File: config.mk
export PLATFORM = sky130hd
export DESIGN_NAME = clk_div_multi
export DESIGN_NICKNAME = d
export VERILOG_FILES = /design/src/rtl/clk_div_pkg.sv /design/src/rtl/clk_div_channel.sv /design/src/rtl/clk_div_multi.sv
export SDC_FILE = /design/constraint.sdc
export NUM_CORES = 1
export LEC_CHECK = 0
export BUFFER_PORTS_ARGS = -buffer_cell sky130_fd_sc_hd__clkbuf_2
export CAP_MARGIN = 10
export CORE_MARGIN = 5
export CORE_UTILIZATION = 25
export DETAILED_ROUTE_END_ITERATION = 7
export GPL_TIMING_DRIVEN = 0
export PLACE_DENSITY = 0.45
export SLEW_MARGIN = 25
export SYNTH_ARGS = -nofsm -noshare
export SYNTH_HDL_FRONTEND = slang
export SYNTH_SLANG_ARGS = --single-unit
File: constraint.sdc
create_clock -name clk -period 9.59 [get_ports clk]
set_input_delay 0.4795 -clock clk [delete_from_list [all_inputs] [get_ports clk]]
set_output_delay 0.4795 -clock clk [all_outputs]
set_load 0.03 [all_outputs]
File: src/rtl/clk_div_pkg.sv
// Shared defaults and the divisor zero-clamp for the multi-channel clock divider.
package clk_div_pkg;

  localparam int unsigned DEF_DIV_W   = 26;
  localparam int unsigned DEF_DIV_VAL = 50_000_000;
  localparam int unsigned DIV_MAX_W   = 32;

  // A programmed divisor of zero is treated as one.
  function automatic logic [DIV_MAX_W-1:0] div_eff(input logic [DIV_MAX_W-1:0] div);
    return (div == '0) ? DIV_MAX_W'(1) : div;
  endfunction

endpackage

File: src/rtl/clk_div_channel.sv
// One divider channel: counter, active/shadow divisor, toggled clock and tick.
module clk_div_channel
  import clk_div_pkg::*;
#(
  parameter int unsigned DIV_W   = DEF_DIV_W,
  parameter int unsigned DEF_DIV = DEF_DIV_VAL
) (
  input  logic             clk,
  input  logic             rst,
  input  logic             en,
  input  logic             restart,
  input  logic             wr,
  input  logic [DIV_W-1:0] wdata,
  output logic             pend,
  output logic             slow_clk,
  output logic             tick
);

  logic [DIV_W-1:0] r_cnt;
  logic [DIV_W-1:0] r_div_act;
  logic [DIV_W-1:0] r_div_shd;
  logic             r_pend;
  logic             r_slow;
  logic             r_tick;

  logic [DIV_W-1:0] w_eff;
  logic [DIV_W-1:0] w_next_div;
  logic             w_term;

  assign w_eff      = DIV_W'(div_eff(DIV_MAX_W'(r_div_act)));
  assign w_term     = en && (r_cnt == (w_eff - DIV_W'(1)));
  // A write in the same cycle as an applying event wins over the older shadow.
  assign w_next_div = wr ? wdata : r_div_shd;

  always_ff @(posedge clk) begin
    if (rst) begin
      r_cnt     <= '0;
      r_div_act <= DIV_W'(DEF_DIV);
      r_div_shd <= DIV_W'(DEF_DIV);
      r_pend    <= 1'b0;
      r_slow    <= 1'b0;
      r_tick    <= 1'b0;
    end else if (restart || !en) begin
      r_cnt     <= '0;
      r_slow    <= 1'b0;
      r_tick    <= 1'b0;
      r_div_act <= w_next_div;
      r_div_shd <= w_next_div;
      r_pend    <= 1'b0;
    end else if (w_term) begin
      r_cnt     <= '0;
      r_slow    <= ~r_slow;
      r_tick    <= 1'b1;
      r_div_act <= w_next_div;
      r_div_shd <= w_next_div;
      r_pend    <= 1'b0;
    end else begin
      r_cnt  <= r_cnt + DIV_W'(1);
      r_tick <= 1'b0;
      if (wr) begin
        r_div_shd <= wdata;
        r_pend    <= 1'b1;
      end
    end
  end

  assign pend     = r_pend;
  assign slow_clk = r_slow;
  assign tick     = r_tick;

endmodule

File: src/rtl/clk_div_multi.sv
// Multi-channel runtime-programmable clock divider; decodes divisor writes per channel.
module clk_div_multi
  import clk_div_pkg::*;
#(
  parameter  int unsigned NUM_CH  = 2,
  parameter  int unsigned DIV_W   = DEF_DIV_W,
  parameter  int unsigned DEF_DIV = DEF_DIV_VAL,
  localparam int unsigned CH_W    = (NUM_CH > 1) ? $clog2(NUM_CH) : 1
) (
  input  logic              clk,
  input  logic              rst,
  input  logic [NUM_CH-1:0] ch_en,
  input  logic              sync_restart,
  input  logic              cfg_wr,
  input  logic [CH_W-1:0]   cfg_ch,
  input  logic [DIV_W-1:0]  cfg_div,
  output logic [NUM_CH-1:0] cfg_pend,
  output logic [NUM_CH-1:0] slow_clk,
  output logic [NUM_CH-1:0] tick
);

  logic [NUM_CH-1:0] w_wr;

  for (genvar g = 0; g < NUM_CH; g++) begin : g_ch
    // Indices at or above NUM_CH match no channel, so such writes are dropped.
    assign w_wr[g] = cfg_wr && (cfg_ch == CH_W'(g));

    clk_div_channel #(
      .DIV_W   (DIV_W),
      .DEF_DIV (DEF_DIV)
    ) u_ch (
      .clk      (clk),
      .rst      (rst),
      .en       (ch_en[g]),
      .restart  (sync_restart),
      .wr       (w_wr[g]),
      .wdata    (cfg_div),
      .pend     (cfg_pend[g]),
      .slow_clk (slow_clk[g]),
      .tick     (tick[g])
    );
  end

endmodule
* Yosys cells after proc, flatten, opt, wreduce, memory -nomap -nowiden
Cells that the tools add are included.
** Operators by class
- $add $sub $neg :: 4
- Equal/unequal tests :: 2
- Muxes and demuxes :: 10
- Bitwise operators :: 3
- Reduce and logical (&&, ||, !) cells :: 16
** Operator list (number)
- two-way mux 26 bit :: 8
- adder 26 x 1 -> 26 bit (second input constant) :: 2
- == test 26 bit :: 2
- logical NOT 26 bit :: 2
- subtractor 26 x 1 -> 26 bit (second input constant) :: 2
- OR reduction 3 bit :: 2
- logical AND 1 bit :: 4
- nonzero test 2 bit :: 2
- OR reduction 2 bit :: 2
- inverter 1 bit :: 3
- logical NOT 1 bit :: 2
- logical OR 1 bit :: 2
- two-way mux 1 bit :: 2
** Word-level totals
- Flip-flop bits (word level) :: 162
- Output and inout port bits :: 6
- Logic and storage cells :: 47

* Logic depth before layout (Yosys ltp)
Gate-level depths: netlist of run 1.
- Word-level depth :: 7
- Gate-level depth with buffers :: 18
- Depth with buffers taken out :: 14

* By module
A second synthesis of run 1 with hierarchy kept.
** Unflattened totals
- Cells, all modules :: 907
- Area total of the unflattened synthesis :: 8300.5 um^2
** By module, submodules not included
- clk_div_channel (g_ch[1].u_ch) :: times used 1, cells each 452, area an instance 4144.0 um^2
- clk_div_channel (g_ch[0].u_ch) :: times used 1, cells each 453, area an instance 4140.2 um^2
- clk_div_multi :: times used 1, cells each 2, area an instance 16.3 um^2

* Worst setup path before layout of run 1
OpenSTA, ideal clock, no wires.
- Kind :: reg2reg
- From :: register g_ch[0].u_ch.r_div_act[9]
- To :: register g_ch[0].u_ch.r_div_act[17]
- Setup time :: 117 ps
- Arrival :: 4329 ps
- Data required time :: 9473 ps
- Slack :: 5144 ps
- Stages on the path, launching flop included :: 18
- Buffers on the path :: 3
- Path through :: dfxtp_1 -> buf_2 -> or4_1 -> buf_2 -> or4_1 -> nor2_1 -> nor2_1 -> ha_1 -> or3b_2 -> o21ai_0 -> a2111oi_0 -> nand4_1 -> a2111oi_0 -> o2111ai_1 -> nor4_4 -> nor2_2 -> buf_4 -> a22o_1
** On the way
- Cells in the longest elaborated chain, start to end :: 6
** Ends and longest elaborated chain
- start, declared :: RTL line clk_div_channel.sv:20 : logic [DIV_W-1:0] r_div_act;
- start signal, assigned :: RTL line clk_div_channel.sv:38 : r_div_act <= DIV_W'(DEF_DIV);
- start signal, assigned :: RTL line clk_div_channel.sv:47 : r_div_act <= w_next_div;
- start signal, assigned :: RTL line clk_div_channel.sv:54 : r_div_act <= w_next_div;
- logical NOT 26 bit :: RTL line clk_div_pkg.sv:10 : return (div == '0) ? DIV_MAX_W'(1) : div;
- two-way mux 26 bit (*) :: RTL line clk_div_pkg.sv:10
- subtractor 26 x 1 -> 26 bit (*) :: RTL line clk_div_channel.sv:31 : assign w_term = en && (r_cnt == (w_eff - DIV_W'(1)));
- == test 26 bit (*) :: RTL line clk_div_channel.sv:31
- logical AND 1 bit (*) :: RTL line clk_div_channel.sv:31
- nonzero test 2 bit (no source line) (*)
Mark *: on every way between the ends. The rest lies on a longest branch, timed or not.
A chain may end at the register's enable or synchronous reset.

* Worst setup path after layout of run 1
- From :: register g_ch[0].u_ch.r_div_act[9]
- To :: register g_ch[0].u_ch.r_div_act[24]
The elaborated chain is that of the path after synthesis.

==> out/metrics.csv, run 1 <==
metric,value,unit
maxCapViolations,0,
critical_path_arrival,5.76,ns
hp-start,cfg_div[17],
rows,64,
fp.dieArea,34800,um^2
p_per_area,170,nW/um^2
fin_util,0.294,
r2r_slack,4.14,ns
ir_drop,0.125,mV
p_total,0.00153,W
boundaryPins,39,
grt_usage,0.124,
setup_tns,0,ns
drive_above_1_share,0.110,
rr_worst_depth,17,
synth_edf_count,0,
yosys.area_share.simple,0.270,
drc_errors,0,
die_w,186,um
synth_compound_gate_area_share,0.134,
ys.warnings.count,0,
ys_top_cells_by_area,"dfxtp_1, nand2_1, xor2_1",
reg2reg_to,g_ch[0].u_ch.r_div_act[24],
final_antenna_net_count,0,
fin_worst_skew,0.0121,ns
critPathLaunchType,flip-flop,
ys_seq_elements,162,
slew_viol_final,0,
worst_pin_slew,0.910,ns
wirelength,21600,um
ys_seq_area_frac,0.417,
min_period,5.45,ns
gp_congestion,0.829,
setup_viol,0,
routedWlPerCell,15.6,um
synth_fa_ha_area_frac,0.00643,
die_y,186,um
synth_top_area_frac,0.417,
area_growth,15.7,%
hold_buffers,0,
whs,0.310,ns
synth_area,7780,um^2
start_util,0.254,
cts_root_buf,clkbuf_16,
critPathMaxFanout,10,
synth_top_family_by_area,simple AND/OR/NAND/NOR gates,
hold_viol,0,
path_clk_slew,0.07,ns
cts.htree.levels,4,
crit_type,flip-flop to flip-flop,
fmax,184,MHz
grt_max_degree,17,
yosysTopAreaCell,dfxtp_1,
post_cts_buffers,0,
worstPathRequired,9.90,ns
synth_most_common_cell,dfxtp_1,
cts.sinks,162,
synth_xor_area_frac,0.126,
rsz0062_at_grt,no,
post_cts_resized,0,
portBuffers,38,
yosysUniqueCellTypes,66,
cts_tree,done,
grt-ovfl-total,0,
nets,1010,
holdPathEnd,g_ch[0].u_ch.r_div_shd[17],
hold_class,input port to flip-flop,
antenna_found_initial,0,
worstReg2RegStart,g_ch[0].u_ch.r_div_act[9],
syn_inst,916,
synthMuxAreaShare,0.00402,
async_flop_share,0,
end_kind,flip-flop,
routed-via-count,6375,
n_antenna_cell,0,
cts_buffers,17,
syn_avg_cell_area,8.50,um^2
final.period_utilization,0.568,
max_slew_margin,0.388,
first_global_vias,6253,
first_pass_iters,5,
clk_latency,0.43,ns
dp_hpwl,16700,um
hold_depth,3,
status,"complete, no violations",
first_iter_violations,381,
clockBufferDepth,2,
vias_per_cell,4.61,
total_leakage_power,3.25,nW
syn_nets,953,
yosys-top-cells-count,"dfxtp_1, nand2_1, nor2_1, xor2_1, xnor2_1",
grt_pass1_wl,35000,um
synth_flop_cell,dfxtp_1,
core,30700,um^2
## flip-flops by register name (all words and copies together), names as in the netlist
name and cells:
g_ch.u_ch.slow_clk 2, g_ch.u_ch.pend 2, g_ch.u_ch.r_cnt 52, g_ch.u_ch.tick 2, g_ch.u_ch.r_div_act 52, g_ch.u_ch.r_div_shd 52
## logic make-up (layout without fill, tap and decap cells)
kind of cell,after synthesis,count (layout)
flip-flops,162,162
multiplexers,3,3
AND/OR/NAND/NOR,422,422
adder cells (fa/ha/maj),4,4
buffers and inverters,71,141
XOR/XNOR,112,112
AO/OA/AOI/OAI,142,142
## area by class of cell
class	instances	area, um^2
inverters	11	41.3
clock buffers	20	437
multi-input cells	683	4210
flip-flops and latches	162	3240
well taps	396	495
clock inverters	12	98.8
repair buffers	38	190
fillers	3283	21700
plain buffers	60	295
## layout by cell type (no fill, tap or decap), types with 5 or more instances in the layout
cell type / n
inv_6: 5
xor2_1: 58
inv_1: 11
clkinvlp_4: 5
xnor2_1: 54
nand4_1: 12
o2bb2ai_1: 12
nor3_1: 13
o32a_1: 15
and3_1: 15
o21ai_0: 13
dfxtp_1: 162
buf_2: 11
clkbuf_2: 38
nor2_1: 95
clkbuf_16: 17
or4_1: 16
o22a_1: 10
buf_4: 11
and2_1: 7
nand2_1: 148
nand3b_1: 28
nand3_1: 29
clkbuf_1: 37
nor4_1: 19
a21oi_1: 38
a22o_1: 12
nand2b_1: 7
## worst max-delay path, stage by stage, from the launching register on
cell and delay (ns):
dfxtp_1 0.29, buf_2 0.16, or4_1 0.49, buf_2 0.18, or4_1 0.55, nor2_1 0.41, nor2_1 0.12, ha_1 0.26
or3b_2 0.23, o21ai_0 0.09, a2111oi_0 0.43, nand4_1 0.14, a2111oi_0 0.56, o2111ai_1 0.30, nor4_4 0.49, nor2_2 0.16
buf_2 0.24, o22a_1 0.20
## routing by layer
layer  GRT usage  wire [um]  vias to the layer above
li1            -          -                     3323
met1       0.160      10300                     2964
met2       0.212      10600                       64
met3      0.0207        390                       24
met4      0.0353        348                        0
met5           0          0                        -
## worst max path at each step
| stage | depth (start not counted) | startpoint | endpoint |
|---|---|---|---|
| floorplan | 17 | g_ch[0].u_ch.r_div_act[9] | g_ch[0].u_ch.r_div_act[17] |
| global placement | 18 | g_ch[0].u_ch.r_div_act[9] | g_ch[0].u_ch.r_cnt[8] |
| detailed placement | 18 | g_ch[0].u_ch.r_div_act[9] | g_ch[0].u_ch.r_cnt[14] |
| CTS | 18 | g_ch[0].u_ch.r_div_act[9] | g_ch[0].u_ch.r_cnt[14] |
| global route | 17 | g_ch[0].u_ch.r_div_act[9] | g_ch[0].u_ch.r_div_act[24] |
| finish | 17 | g_ch[0].u_ch.r_div_act[9] | g_ch[0].u_ch.r_div_act[24] |
## power by group
part / internal (W) / switching [W] / leakage, nW
clock network: 0.000336 / 0.000300 / 0.245
logic: 0.0000680 / 0.0000961 / 1.68
registers: 0.000703 / 0.0000264 / 1.33
total: 0.00111 / 0.000423 / 3.25
## per-stage QoR
step	instance area [um^2]	std cells	worst slack [ns]
2_1_floorplan	7780	916	5.14
3_3_place_gp	8470	1350	4.05
3_5_place_dp	8470	1350	4.06
4_1_cts	9010	1382	4.05
5_1_grt	9010	1382	3.73
6_report	9010	1382	4.14
Note: power is estimated with default switching activity, not from simulation.
==> inputs of run 2 (changes only) <==
clock period = 5.45 ns   (was 9.59 ns; I/O delays follow)
==> run 2 against run 1 <==
Clock skew hardly changed. Critical endpoint is now g_ch[0].u_ch.r_cnt[8]. Combinational power increased by 76%. Highest routed layer unchanged. Utilization grew 0.073 points. Sequential cell count is the same.
==> out/metrics.csv, run 2 (synthesis results as in run 1) <==
metric,value,unit,change
status,"complete, no violations",,
cts.sinks,162,,unchanged
worstReg2RegStart,g_ch[0].u_ch.r_div_act[9],,
timing.final.ws_setup,0.364,ns,-3.78 ns
crit_type,flip-flop to flip-flop,,
antenna_found_initial,0,,unchanged
first_global_vias,6253,,unchanged
rsz0062_at_grt,no,,
grt_max_degree,17,,unchanged
critPathBufInv,5,,+2
boundaryPins,39,,unchanged
grt-ovfl-total,0,,unchanged
drive_above_1_share,0.113,,+0.00304
wl_met3,406,um,+4.1%
vias_per_cell,4.60,,-0.17%
clk_latency,0.43,ns,about the same
cts_tree,done,,
routed.top_layer,met4,,
critical_path_arrival,5.40,ns,-0.36 ns
crit_chain,buf_2 -> or4_1 -> buf_2 -> or4_1 -> nor2_2 -> nor2_1 -> ha_1 -> or3b_2 -> o21ai_0 -> a2111oi_0 -> nand4_1 -> a2111oi_1 -> o2111ai_1 -> nor4_4 -> buf_4 -> or2_1 -> buf_4 -> buf_6 -> nor2_1,,
hold_depth,3,,unchanged
hold_viol,0,,unchanged
path_clk_slew,0.07,ns,about the same
p_total,0.00269,W,+76%
core,30700,um^2,unchanged
final_cell_mix,"dfxtp_1, nand2_1, nor2_1",,
n_antenna_cell,0,,unchanged
nets,1010,,unchanged
cpPeakStageDelay,0.58,ns,+0.02 ns
wl_met2,10600,um,about the same
dp_hpwl,16700,um,unchanged
rows,64,,unchanged
fp.dieArea,34800,um^2,unchanged
cts_buffers,17,,unchanged
first_pass_iters,5,,unchanged
setup_tns,0,ns,unchanged
ir_drop,0.218,mV,+75%
end_kind,flip-flop,,
critPathTopFamily,simple AND/OR/NAND/NOR gates,,
wl_met1,10300,um,+0.21%
setup_viol,0,,unchanged
routed-via-count,6364,,-0.17%
grt_usage,0.124,,unchanged
fillers,3283,,unchanged
place_area,8470,um^2,unchanged
gp_congestion,0.829,,unchanged
final_antenna_net_count,0,,unchanged
critPathMaxFanout,10,,unchanged
hold_class,input port to flip-flop,,
wirelength,21700,um,+0.24%
clockBufferDepth,2,,unchanged
grt_pass1_wl,35000,um,unchanged
min_period,5.09,ns,-0.363 ns
rr_worst_depth,19,,+2
cp_num_cells,19,,+2
worstPathRequired,5.77,ns,-4.13 ns
fmax,197,MHz,+7.1%
drc_errors,0,,unchanged
layout_commonest_cell,dfxtp_1,,
die_y,186,um,unchanged
slew_viol_final,0,,unchanged
r2r_slack,0.36,ns,-3.78 ns
max_slew_margin,0.383,,-0.00505
start_util,0.254,,unchanged
fin_worst_skew,0.0126,ns,+0.000432 ns
portBuffers,38,,unchanged
hp-start,cfg_div[17],,
p_per_area,298,nW/um^2,+76%
top_regs,"g_ch.u_ch.r_cnt (52), g_ch.u_ch.r_div_act (52), g_ch.u_ch.r_div_shd (52)",,
total_leakage_power,3.26,nW,+0.17%
routedWlPerCell,15.7,um,+0.24%
final.period_utilization,0.933,,+0.365
worst_pin_slew,0.918,ns,+0.00751 ns
cts_root_buf,clkbuf_16,,
fin_util,0.294,,+0.000734
holdPathEnd,g_ch[0].u_ch.r_div_shd[17],,
area_growth,16.0,%,
reg2reg_to,g_ch[0].u_ch.r_cnt[8],,
post-place-ws,-0.0781,ns,-4.14 ns
first_iter_violations,320,,-16%
critPathLaunchType,flip-flop,,
cts.htree.levels,4,,unchanged
die_w,186,um,unchanged
maxCapViolations,0,,unchanged
crit_slowest_cell,or4_1,,
postLayoutCellArea,9030,um^2,+0.25%
run 2: repair_timing:
| item | 4_1_cts | 5_1_grt |
|---|---|---|
| buffers inserted | 0 | 1 |
| resized for setup | 2 | 2 |
| cloned | 0 | 0 |
| setup endpoints to repair | 44 | 83 |
| hold buffers | 0 | 0 |
| pin swaps | 0 | 1 |
run 2: worst reg2reg max path: cells and delay by family (launching register included):
kind | cells | cell delay, ns
flops | 1 | 0.29
fa+ha+maj | 1 | 0.24
simple gates | 9 | 2.22
buf+inv | 5 | 0.89
compound gates | 4 | 1.31
run 2: metrics by stage:
step	cells	hold slack, ns
6_report	1382	0.103
4_1_cts	1382	0.0927
2_1_floorplan	916	0.416
3_3_place_gp	1350	0.455
3_5_place_dp	1350	0.459
5_1_grt	1382	0.105
run 2: final cells by class:
class / count / area, um^2 / share of cell area
tap: 396 / 495 / 0.0549
multi-input combinational: 683 / 4220 / 0.468
timing repair buffer: 39 / 198 / 0.0219
clock inverter: 12 / 98.8 / 0.0109
sequential: 162 / 3240 / 0.359
buffer: 59 / 292 / 0.0323
inverter: 11 / 41.3 / 0.00457
clock buffer: 20 / 437 / 0.0484
run 2: worst max-delay path by stage:
stage,start,to,slack [ns]
floorplan,g_ch[0].u_ch.r_div_act[9],g_ch[0].u_ch.r_div_act[17],1.00
global placement,g_ch[0].u_ch.r_div_act[9],g_ch[0].u_ch.r_cnt[8],-0.09
detailed placement,g_ch[0].u_ch.r_div_act[9],g_ch[0].u_ch.r_cnt[14],-0.08
CTS,g_ch[0].u_ch.r_div_act[9],g_ch[0].u_ch.r_cnt[14],0.04
global route,g_ch[1].u_ch.r_div_act[6],g_ch[1].u_ch.r_cnt[0],0.02
finish,g_ch[0].u_ch.r_div_act[9],g_ch[0].u_ch.r_cnt[8],0.36
run 2: report_power, final:
part / switching, W / internal, W
Sequential: 0.0000479 / 0.00124
Clock: 0.000528 / 0.000591
Combinational: 0.000169 / 0.000120
Total: 0.000745 / 0.00195
run 2: per-layer routing:
layer,vias up,GRT usage
met1,2958,0.160
li1,3317,-
met5,-,0
met3,27,0.0207
met2,62,0.212
met4,0,0.0353
==> inputs of run 3 (changes only) <==
PLACE_DENSITY = 0.47   (was 0.45)
clock period = 4.6 ns   (was 5.45 ns; I/O delays follow)
==> run 3 against run 2 <==
Non-clock buffer count unchanged. Sequential power grew 19%. Combinational power increased by 22%. First-iteration DRC count is 19% higher. Wire length down 0.81%. Register-to-register slack lost 0.17 ns. Die area is the same. Utilization grew 0.56 points. Worst hold slack got worse by 0.033 ns. Clock skew fell by 0.0025 ns.
==> out/metrics.csv, run 3 (synthesis results as in run 1) <==
metric,value,unit,change
crit_chain,clkbuf_1 -> or3_1 -> or4_4 -> nor2_4 -> nor2_1 -> ha_2 -> or3b_2 -> nor3_1 -> nand3_1 -> xnor2_1 -> a2111oi_4 -> o2111ai_2 -> nor4_4 -> buf_4 -> or2_4 -> buf_6 -> buf_8 -> nor2_1,,
first_iter_violations,382,,+19%
portBuffers,38,,unchanged
critPathMaxFanout,10,,unchanged
critical_path_arrival,4.72,ns,-0.68 ns
hold_viol,0,,unchanged
p_total,0.00325,W,+21%
setup_viol,0,,unchanged
antenna_found_initial,0,,unchanged
max_slew_margin,0.266,,-0.116
path_clk_slew,0.07,ns,about the same
maxCapViolations,0,,unchanged
worst_pin_slew,1.09,ns,+0.173 ns
routed-via-count,6474,,+1.7%
end_kind,flip-flop,,
dp_cells,1350,,unchanged
clockBufferDepth,2,,unchanged
crit_top_cell,nor2_1,,
die_y,186,um,unchanged
core,30700,um^2,unchanged
cts.sinks,162,,unchanged
fin_worst_skew,0.0100,ns,-0.00252 ns
cts.htree.levels,4,,unchanged
wirelength,21500,um,-0.81%
critPathLaunchType,flip-flop,,
instances_no_fill,1382,,unchanged
top_regs,"g_ch.u_ch.r_cnt (52), g_ch.u_ch.r_div_act (52), g_ch.u_ch.r_div_shd (52)",,
area_growth,18.2,%,
gp_congestion,0.806,,-2.7%
grt-ovfl-total,0,,unchanged
cts_buffers,17,,unchanged
vias_per_cell,4.68,,+1.7%
status,"complete, no violations",,
fmax,227,MHz,+16%
p_per_area,353,nW/um^2,+18%
cts_tree,done,,
layout_commonest_cell,dfxtp_1,,
crit_type,flip-flop to flip-flop,,
grt_usage,0.121,,-0.00251
first_global_vias,6307,,+0.86%
die_w,186,um,unchanged
nets,1010,,unchanged
rsz0062_at_grt,no,,
n_antenna_cell,0,,unchanged
final.period_utilization,0.957,,+0.0240
first_pass_iters,5,,unchanged
cpPeakStageDelay,0.59,ns,about the same
ir_drop,0.248,mV,+13%
dp_hpwl,16200,um,-2.7%
worstPathRequired,4.92,ns,-0.85 ns
min_period,4.40,ns,-0.683 ns
slew_viol_final,0,,unchanged
hold_class,input port to flip-flop,,
drive_above_1_share,0.139,,+0.0264
routedWlPerCell,15.6,um,-0.81%
boundaryPins,39,,unchanged
grt_pass1_wl,34300,um,-2.0%
fp.dieArea,34800,um^2,unchanged
final_cell_mix,"dfxtp_1, nand2_1, nor2_1",,
rows,64,,unchanged
drc_errors,0,,unchanged
final_antenna_net_count,0,,unchanged
crit_slowest_cell,nor3_1,,
clk_latency,0.43,ns,about the same
total_leakage_power,3.33,nW,+2.3%
grt_max_degree,17,,unchanged
start_util,0.254,,unchanged
fillers,3303,,+0.61%
cts_root_buf,clkbuf_16,,
## run 3: cell types whose count changed in the layout (fill, tap and decap cells not counted), sizes merged
cell / before / now
buf: 27 / 30
clkbuf: 91 / 86
clkinv: 2 / 5
clkinvlp: 5 / 0
inv: 16 / 20
## run 3: cell type report
type / count / area, um^2 / share of cell area
buffer: 54 / 308 / 0.0335
clock buffer: 18 / 429 / 0.0466
clock inverter: 14 / 120 / 0.0131
inverter: 11 / 41.3 / 0.00449
multi-input combinational: 683 / 4300 / 0.467
sequential: 162 / 3260 / 0.354
tap: 396 / 495 / 0.0539
timing repair buffer: 44 / 248 / 0.0269
## run 3: metrics by stage
| stage | utilization | hold WS [ns] | setup WS, ns | instance area [um^2] | TNS, ns |
|---|---|---|---|---|---|
| 3_3_place_gp | 0.276 | 0.457 | -0.895 | 8470 | -82.74 |
| 2_1_floorplan | - | 0.374 | 0.154 | 7780 | 0 |
| 5_1_grt | 0.300 | 0.0756 | 0.00485 | 9200 | 0 |
| 3_5_place_dp | 0.276 | 0.461 | -0.852 | 8470 | -81.49 |
| 4_1_cts | 0.298 | 0.0523 | 0.0415 | 9150 | 0 |
| 6_report | 0.300 | 0.0699 | 0.197 | 9200 | 0 |
## run 3: timing repair
action                                  4_1_cts  5_1_grt
buffers inserted                              5        1
resized for setup                            23       21
pin swaps                                     8        7
endpoints found under the setup margin      110      101
hold buffers                                  0        0
## run 3: path summary, 6_finish.rpt
kind,start,end,slack (ns),depth (start not counted)
setup / recovery,g_ch[0].u_ch.r_div_act[5],g_ch[0].u_ch.r_cnt[7],0.20,18
setup reg to reg,g_ch[0].u_ch.r_div_act[5],g_ch[0].u_ch.r_cnt[7],0.20,18
hold reg to reg,g_ch[1].u_ch.r_div_shd[3],g_ch[1].u_ch.r_div_shd[3],0.47,2
hold / removal,cfg_div[14],g_ch[0].u_ch.r_div_shd[14],0.07,3
## run 3: routing by layer
layer	wire, um	part of all wire	vias up	GRT usage
met2	10700	0.50	74	0.211
met1	9990	0.46	3046	0.154
met3	479	0.022	22	0.0211
met4	351	0.016	0	0.0336
met5	0	0	-	0
li1	-	-	3332	-
## run 3: critical path, delay by kind of cell, from the launching register on
kind,cells,cell delay (ns)
compound gates,2,0.57
xor+xnor,1,0.21
fa+ha+maj,1,0.22
buf+inv,4,0.77
flops,1,0.31
simple gates,10,2.21
## run 3: power by group
part / switching (W) / internal, W / leakage, nW
Sequential: 0.0000623 / 0.00147 / 1.33
Clock: 0.000654 / 0.000712 / 0.275
Combinational: 0.000203 / 0.000151 / 1.73
